[config.mk]
export PLATFORM = sky130hd
export DESIGN_NAME = gelato_warp_scheduler
export DESIGN_NICKNAME = d
export VERILOG_FILES = /design/src/rtl/gelato_warp_scheduler.sv
export SDC_FILE = /design/constraint.sdc
export NUM_CORES = 1
export LEC_CHECK = 0
export CORE_AREA = 2 2 130 132
export CTS_CLUSTER_SIZE = 8
export DETAILED_ROUTE_END_ITERATION = 10
export DIE_AREA = 0 0 132 134
export PLACE_DENSITY = 0.83
export SKIP_CTS_REPAIR_TIMING = 1
export SYNTH_ARGS = -nofsm -noshare
export SYNTH_HDL_FRONTEND = slang
export SYNTH_SLANG_ARGS = --single-unit
[constraint.sdc]
create_clock -name clk -period 7.3 [get_ports clk]
set_input_delay 1.46 -clock clk [delete_from_list [all_inputs] [get_ports clk]]
set_output_delay 1.46 -clock clk [all_outputs]
set_load 0.02 [all_outputs]
[src/rtl/gelato_warp_scheduler.sv]
// rtl/gelato_warp_scheduler.sv - round-robin warp scheduler with per-warp in-flight credits and one issue register.
// Optional greedy-then-round-robin selection is enabled by defining GELATO_WARPSKD_GTO_EN.
module gelato_warp_scheduler #(
   parameter int WARP_NUM     = 4,
   parameter int INST_W       = 64,
   parameter int MAX_INFLIGHT = 2
) (
   input  logic                                 clk,
   input  logic                                 rst_n,
   input  logic                                 rdy,
   input  logic [WARP_NUM-1:0]                  buf_valid,
   input  logic [WARP_NUM-1:0][INST_W-1:0]      buf_inst,
   output logic [WARP_NUM-1:0]                  buf_caught,
   output logic                                 issue_valid,
   input  logic                                 issue_ready,
   output logic [INST_W-1:0]                    issue_inst,
   output logic [$clog2(WARP_NUM)-1:0]          issue_warp,
   input  logic                                 commit_valid,
   input  logic [$clog2(WARP_NUM)-1:0]          commit_warp
);

   localparam int WID = $clog2(WARP_NUM);
   localparam int CW  = $clog2(MAX_INFLIGHT + 1);
   localparam logic [CW-1:0] MAX_CNT = CW'(MAX_INFLIGHT);

   logic [WID-1:0]                rr_ptr;
   logic [WID-1:0]                last_warp;
   logic [WID-1:0]                search_start;
   logic [WID-1:0]                cand;
   logic [WID-1:0]                sel;
   logic                          sel_found;
   logic                          slot_free;
   logic                          do_sel;
   logic [WARP_NUM-1:0]           eligible;
   logic [WARP_NUM-1:0]           inc_v;
   logic [WARP_NUM-1:0]           dec_v;
   logic [WARP_NUM-1:0][CW-1:0]   inflight;

   function automatic logic [WID-1:0] next_warp(input logic [WID-1:0] w);
      if (int'(w) == WARP_NUM - 1) return '0;
      else return w + 1'b1;
   endfunction

   assign slot_free = !issue_valid || issue_ready;

   always_comb begin
      eligible = '0;
      for (int i = 0; i < WARP_NUM; i++)
         eligible[i] = buf_valid[i] && (inflight[i] < MAX_CNT);
   end

`ifdef GELATO_WARPSKD_GTO_EN
   assign search_start = next_warp(last_warp);
`else
   assign search_start = rr_ptr;
`endif

   always_comb begin
      sel       = '0;
      sel_found = 1'b0;
      cand      = search_start;
      for (int k = 0; k < WARP_NUM; k++) begin
         if (!sel_found && eligible[cand]) begin
            sel       = cand;
            sel_found = 1'b1;
         end
         cand = next_warp(cand);
      end
`ifdef GELATO_WARPSKD_GTO_EN
      // Stay on the last issued warp as long as it can keep issuing.
      if (eligible[last_warp]) begin
         sel       = last_warp;
         sel_found = 1'b1;
      end
`endif
   end

   // Gating with rst_n keeps the pop strobe quiet while the scheduler is held in reset.
   assign do_sel = rst_n && rdy && slot_free && sel_found;

   always_comb begin
      buf_caught = '0;
      if (do_sel) buf_caught[sel] = 1'b1;
   end

   always_ff @(posedge clk or negedge rst_n) begin
      if (!rst_n) begin
         issue_valid <= 1'b0;
         issue_inst  <= '0;
         issue_warp  <= '0;
         rr_ptr      <= '0;
         last_warp   <= '0;
      end else if (do_sel) begin
         issue_valid <= 1'b1;
         issue_inst  <= buf_inst[sel];
         issue_warp  <= sel;
         rr_ptr      <= next_warp(sel);
         last_warp   <= sel;
      end else if (issue_valid && issue_ready) begin
         issue_valid <= 1'b0;
      end
   end

   always_comb begin
      inc_v = '0;
      dec_v = '0;
      for (int i = 0; i < WARP_NUM; i++) begin
         inc_v[i] = do_sel && (sel == WID'(i));
         dec_v[i] = commit_valid && (commit_warp == WID'(i));
      end
   end

   // A simultaneous issue and commit on one warp cancel; a stray commit never underflows.
   always_ff @(posedge clk or negedge rst_n) begin
      if (!rst_n) begin
         inflight <= '0;
      end else begin
         for (int i = 0; i < WARP_NUM; i++) begin
            if (inc_v[i] && !dec_v[i])
               inflight[i] <= inflight[i] + 1'b1;
            else if (dec_v[i] && !inc_v[i] && inflight[i] != '0)
               inflight[i] <= inflight[i] - 1'b1;
         end
      end
   end

endmodule

==> results of run 1 <==
-- through the flow --
stage | hold slack [ps] | cells | instance area (µm²) | utilization
global placement | 462 | 1054 | 8490 | 0.521
finish | 493 | 1070 | 8780 | 0.539
floorplan | 458 | 536 | 5080 | -
detailed placement | 485 | 1054 | 8490 | 0.521
CTS | 498 | 1070 | 8780 | 0.539
global route | 503 | 1070 | 8780 | 0.539
-- power groups by stage --
stage	clock, W	combinational, W	sequential, W
4_1_cts	0.000464	0.00253	0.000782
6_report	0.000451	0.00251	0.000781
2_1_floorplan	0	0.00155	0.000987
3_5_place_dp	0	0.00252	0.000788
5_1_grt	0.000480	0.00269	0.000808
3_3_place_gp	0	0.00248	0.000774
-- layout make-up --
type                    count  area, µm²
fillers                  1453       7510
clock buffers              11        243
multi-input cells         409       2850
inverters                   4       17.5
clock inverters             5       50.0
well taps                 220        275
flip-flops and latches     77       1930
repair buffers            344       3420
-- kinds of logic (layout without fill, tap and decap cells) --
group / after synthesis / after routing / synth area share
flip-flops: 77 / 77 / 0.380
buffers and inverters: 50 / 364 / 0.0643
AND/OR/NAND/NOR: 177 / 177 / 0.152
AO/OA/AOI/OAI: 155 / 155 / 0.221
multiplexers: 71 / 71 / 0.171
XOR/XNOR: 3 / 3 / 0.00518
adder cells (fa/ha/maj): 3 / 3 / 0.00715
-- Yosys cell counts, types with 2 or more instances --
| master | number | area [µm²] |
|---|---|---|
| ha_1 | 2 | 25.0 |
| o22ai_1 | 44 | 275 |
| nand3b_1 | 2 | 15.0 |
| mux2i_1 | 6 | 60.1 |
| a22oi_2 | 2 | 25.0 |
| inv_1 | 3 | 11.3 |
| o22ai_2 | 20 | 250 |
| nand2_1 | 140 | 526 |
| dfrtp_1 | 77 | 1930 |
| xnor2_1 | 3 | 26.3 |
| nor2b_1 | 4 | 25.0 |
| nand3_1 | 6 | 30.0 |
| buf_4 | 7 | 52.6 |
| nor3_4 | 2 | 32.5 |
| buf_2 | 22 | 110 |
| a31oi_1 | 66 | 413 |
| buf_1 | 2 | 7.51 |
| clkbuf_1 | 4 | 15.0 |
| nor2_1 | 4 | 15.0 |
| o21ai_0 | 6 | 30.0 |
| buf_6 | 11 | 124 |
| mux2_4 | 20 | 300 |
| and2_1 | 2 | 12.5 |
| a21o_1 | 3 | 22.5 |
| nor4_1 | 2 | 12.5 |
| and3_1 | 2 | 12.5 |
| mux2_2 | 45 | 507 |
| nand2b_1 | 5 | 31.3 |
| a21oi_1 | 7 | 35.0 |
-- routing by layer --
layer / vias to the layer above / wire (µm) / global-route usage
met2: 242 / 9700 / 0.365
met1: 2470 / 7500 / 0.246
li1: 2587 / - / -
met3: 37 / 1390 / 0.0559
met5: - / 0 / 0
met4: 0 / 495 / 0.0767
-- sequential cells by signal, indices dropped and copies added, names as in the netlist --
register     count
rr_ptr           2
issue_warp       2
issue_inst      64
issue_valid      1
inflight         8
-- worst max-delay path, stage by stage --
cell             delay [ps]
clkdlybuf4s50_1         450
nor2b_2                 320
maj3_2                  270
o21ai_1                  90
o21ai_4                 200
buf_4                   650
and3_1                  350
clkdlybuf4s50_1         630
-- path summary, 6_finish.rpt --
path                       slack [ps]              to     startpoint  cells after the start
min in group asynchronous        1000   issue_inst[6]          rst_n                      1
min                               490   issue_warp[1]  issue_warp[1]                      1
max in group asynchronous        5210  issue_inst[54]          rst_n                      2
max reg2reg                      3490  issue_inst[21]      rr_ptr[0]                      9
max                              1400   buf_caught[2]   buf_valid[0]                      8
min reg2reg                       490   issue_warp[1]  issue_warp[1]                      1
==> flow_summary.ini, run 1 <==
[global_routing]
grt_pass1_vias = 5490
grt_overflow = 0
grt_pass1_wl_um = 29100
grt_max_degree = 67
antenna_found_initial = 0
grt_usage = 0.209

[sta]
setup_violations = 0
maxSlewHeadroom = 0.285
fin_ws_ps = 1400
period_minus_slack_ps = 5900
min_period_over_period = 0.809
worst_pin_slew_ps = 1070
drv_slew = 0
fin_skew_ps = 7.98
fmax_mhz = 169
rsz0062_at_grt = no
hold_viol = 0
fin_tns_setup_ps = 0

[power_and_ir_drop]
internal-power_w = 0.00210
fin_total_pwr_w = 0.00374
p_switching_w = 0.00165
p_per_area_nw_per_um2 = 426
max-vdd-ir-drop_mv = 0.264
combPwrFrac = 0.671
seqPwrFrac = 0.209
p_leak_nw = 3.47
pwr-share-clk = 0.120
p_sw_frac = 0.440

[critical_path]
path_class = input port to primary output
start_kind = input port
cp.required_ps = 5840
crit_fanout = 66
end_kind = primary output
arrival_ps = 4440

[routing]
ant_nets = 0
via_per_inst = 4.99
dr_total_vias = 5336
wl_per_cell_um = 17.8
drt-total-wl_um = 19100
drc = 0
drt_iter0_drc = 287
drtPass1Iterations = 4

[place]
port_buffers = 337
gp_congestion = 0.830
pre_cts_ws_ps = 1390
dpl.hpwl_um = 14300

[die]
start_util = 0.312
die_height_um = 134
dieArea_um2 = 17700
dieWidth_um = 132
ioPinCount = 338
fp.coreArea_um2 = 16300
fp-row-count = 47

[cts]
cts_tree = built
h-tree-depth = 3
clkLatencyLatePin_ps = 340
cts-root-buf = clkbuf_16
clock_path_buffers = 2
clock-sinks = 77
clkTransAtPathRegs_ps = 60
numCtsBuffers = 9

[yosys]
synthDistinctLibCells = 46
postSynthCellCount = 536
synth.net_count = 805
ys_seq_elements = 77
yosys_warnings = 0
yosysSeqAreaShare = 0.380
async_flop_share = 1.00
netlist_area_um2 = 5080
syn_area_per_cell_um2 = 9.47
ys.flop_type = dfrtp_1
synth_edf_count = 0

[layout]
drive_gt1_frac = 0.146
final_cell_mix = clkdlybuf4s50_1 (336), nand2_1 (140), dfrtp_1 (77)
area_growth_pct = 73.0
nets = 1114
mostFrequentLayoutCell = clkdlybuf4s50_1
antennaDiodeCount = 0

[flow_run]
maxCapViolCount = 0

[hold_path]
hold_class = register to register

[status]
status = finished clean
(Power assumes the default switching activity.)
==> run 2: changes to the inputs <==
--- a/config.mk
+++ b/config.mk
@@ -5,11 +5,11 @@
 export SDC_FILE = /design/constraint.sdc
 export NUM_CORES = 1
 export LEC_CHECK = 0
-export CORE_AREA = 2 2 130 132
+export CORE_AREA = 2 2 131 133
 export CTS_CLUSTER_SIZE = 8
 export DETAILED_ROUTE_END_ITERATION = 10
-export DIE_AREA = 0 0 132 134
-export PLACE_DENSITY = 0.83
+export DIE_AREA = 0 0 133 135
+export PLACE_DENSITY = 0.84
 export SKIP_CTS_REPAIR_TIMING = 1
 export SYNTH_ARGS = -nofsm -noshare
 export SYNTH_HDL_FRONTEND = slang
==> constraint.sdc (replaced) <==
create_clock -name clk -period 4.9 [get_ports clk]
set_input_delay 0.98 -clock clk [delete_from_list [all_inputs] [get_ports clk]]
set_output_delay 0.98 -clock clk [all_outputs]
set_load 0.02 [all_outputs]
==> flow_summary.ini, run 2 (synthesis gave the netlist of run 1 again) <==
[critical_path]
path_class = input port to primary output
cp.required_ps = 3920
slowest_stage = clkdlybuf4s50_1
worst-path-buf-inv = 2
path_cells = clkdlybuf4s50_1 > nor2b_1 > mux2i_1 > a31oi_1 > o311ai_2 > nor3_4 > clkdlybuf4s50_1
crit_fanout = 6
critical_path.top_delay_family = buffers and inverters
start_kind = input port
cp_slowest_stage_delay_ps = 650
crit_top_cell = clkdlybuf4s50_1
end_kind = primary output
arrival_ps = 3510

[place]
dpl.cell_count = 1057
pre_cts_ws_ps = 469
gp_congestion = 0.846
port_buffers = 337
dpl.hpwl_um = 14400

[layout]
nFillCells = 1455
largest_reg_flops = 64
final_cell_mix = clkdlybuf4s50_1 (336), nand2_1 (140), dfrtp_1 (77)
largest-register = issue_inst
antennaDiodeCount = 0
mostFrequentLayoutCell = clkdlybuf4s50_1
reg_top3 = issue_inst x64, inflight x8
post-route-util = 0.540
nets = 1117
instances_no_fill = 1073
area_growth_pct = 74.6
drive_gt1_frac = 0.150

[routing]
ant_nets = 0
dr_total_vias = 5364
drtPass1Iterations = 4
drc = 0
via_per_inst = 5.00
drt_iter0_drc = 191
drt-total-wl_um = 19100
wl_per_cell_um = 17.8

[sta]
period_minus_slack_ps = 4490
maxSlewHeadroom = 0.388
fin_skew_ps = 7.75
setup_violations = 0
min_period_over_period = 0.916
rsz0062_at_grt = no
hold_viol = 0
holdWs_ps = 493
fin_tns_setup_ps = 0
worst_pin_slew_ps = 919
fin_ws_ps = 412
fmax_mhz = 223
drv_slew = 0

[global_routing]
grt_usage = 0.209
antenna_found_initial = 0
grt_pass1_vias = 5551
grt_overflow = 0
grt_max_degree = 65
grt_pass1_wl_um = 29400

[cts]
cts_tree = built
clkLatencyLatePin_ps = 340
clock_path_buffers = 2
cts-root-buf = clkbuf_16
clkTransAtPathRegs_ps = 60
clock-sinks = 77
h-tree-depth = 3
numCtsBuffers = 9

[hold_path]
hold_class = register to register

[die]
dieArea_um2 = 18000
start_util = 0.309
ioPinCount = 338
fp-row-count = 47
dieWidth_um = 133
die_height_um = 135
fp.coreArea_um2 = 16400

[flow_run]
maxCapViolCount = 0

[power_and_ir_drop]
max-vdd-ir-drop_mv = 0.515
p_per_area_nw_per_um2 = 645
p_leak_nw = 3.52

[status]
status = finished clean
[run 2: layout make-up]
class / instances / area (µm²) / share of cell area
Sequential cell: 77 / 1930 / 0.217
Clock buffer: 13 / 280 / 0.0316
Timing Repair Buffer: 347 / 3450 / 0.389
Tap cell: 220 / 275 / 0.0311
Multi-Input combinational cell: 409 / 2850 / 0.322
Inverter: 4 / 17.5 / 0.00198
Clock inverter: 3 / 65.1 / 0.00734
[run 2: final timing paths]
path / from / endpoint / slack [ps] / cells past startpoint
max: buf_valid[1] / buf_caught[0] / 410 / 7
min: inflight[4] / inflight[4] / 490 / 1
max reg2reg: rr_ptr[0] / issue_inst[44] / 1570 / 8
min reg2reg: inflight[4] / inflight[4] / 490 / 1
max in group asynchronous: rst_n / issue_inst[25] / 3300 / 2
min in group asynchronous: rst_n / issue_inst[3] / 580 / 1
[run 2: power by group]
part	switching, W	leakage [nW]	internal [W]
combinational	0.00199	2.48	0.00179
clock	0.000266	0.172	0.000501
sequential	0.000219	0.869	0.000953
total	0.00248	3.52	0.00324
[run 2: routing by layer]
| metal | vias to the layer above | part of all wire | global-route usage |
|---|---|---|---|
| met1 | 2497 | 0.40 | 0.245 |
| met5 | - | 0 | 0 |
| li1 | 2599 | - | - |
| met3 | 39 | 0.064 | 0.0488 |
| met2 | 229 | 0.51 | 0.368 |
| met4 | 0 | 0.030 | 0.0896 |
[run 2: through the flow]
stage / total power [W] / cell area (µm²)
final: 0.00572 / 8860
after global routing: 0.00608 / 8860
after CTS: 0.00576 / 8860
after detailed placement: 0.00496 / 8520
after global placement: 0.00488 / 8520
after floorplan: 0.00378 / 5080
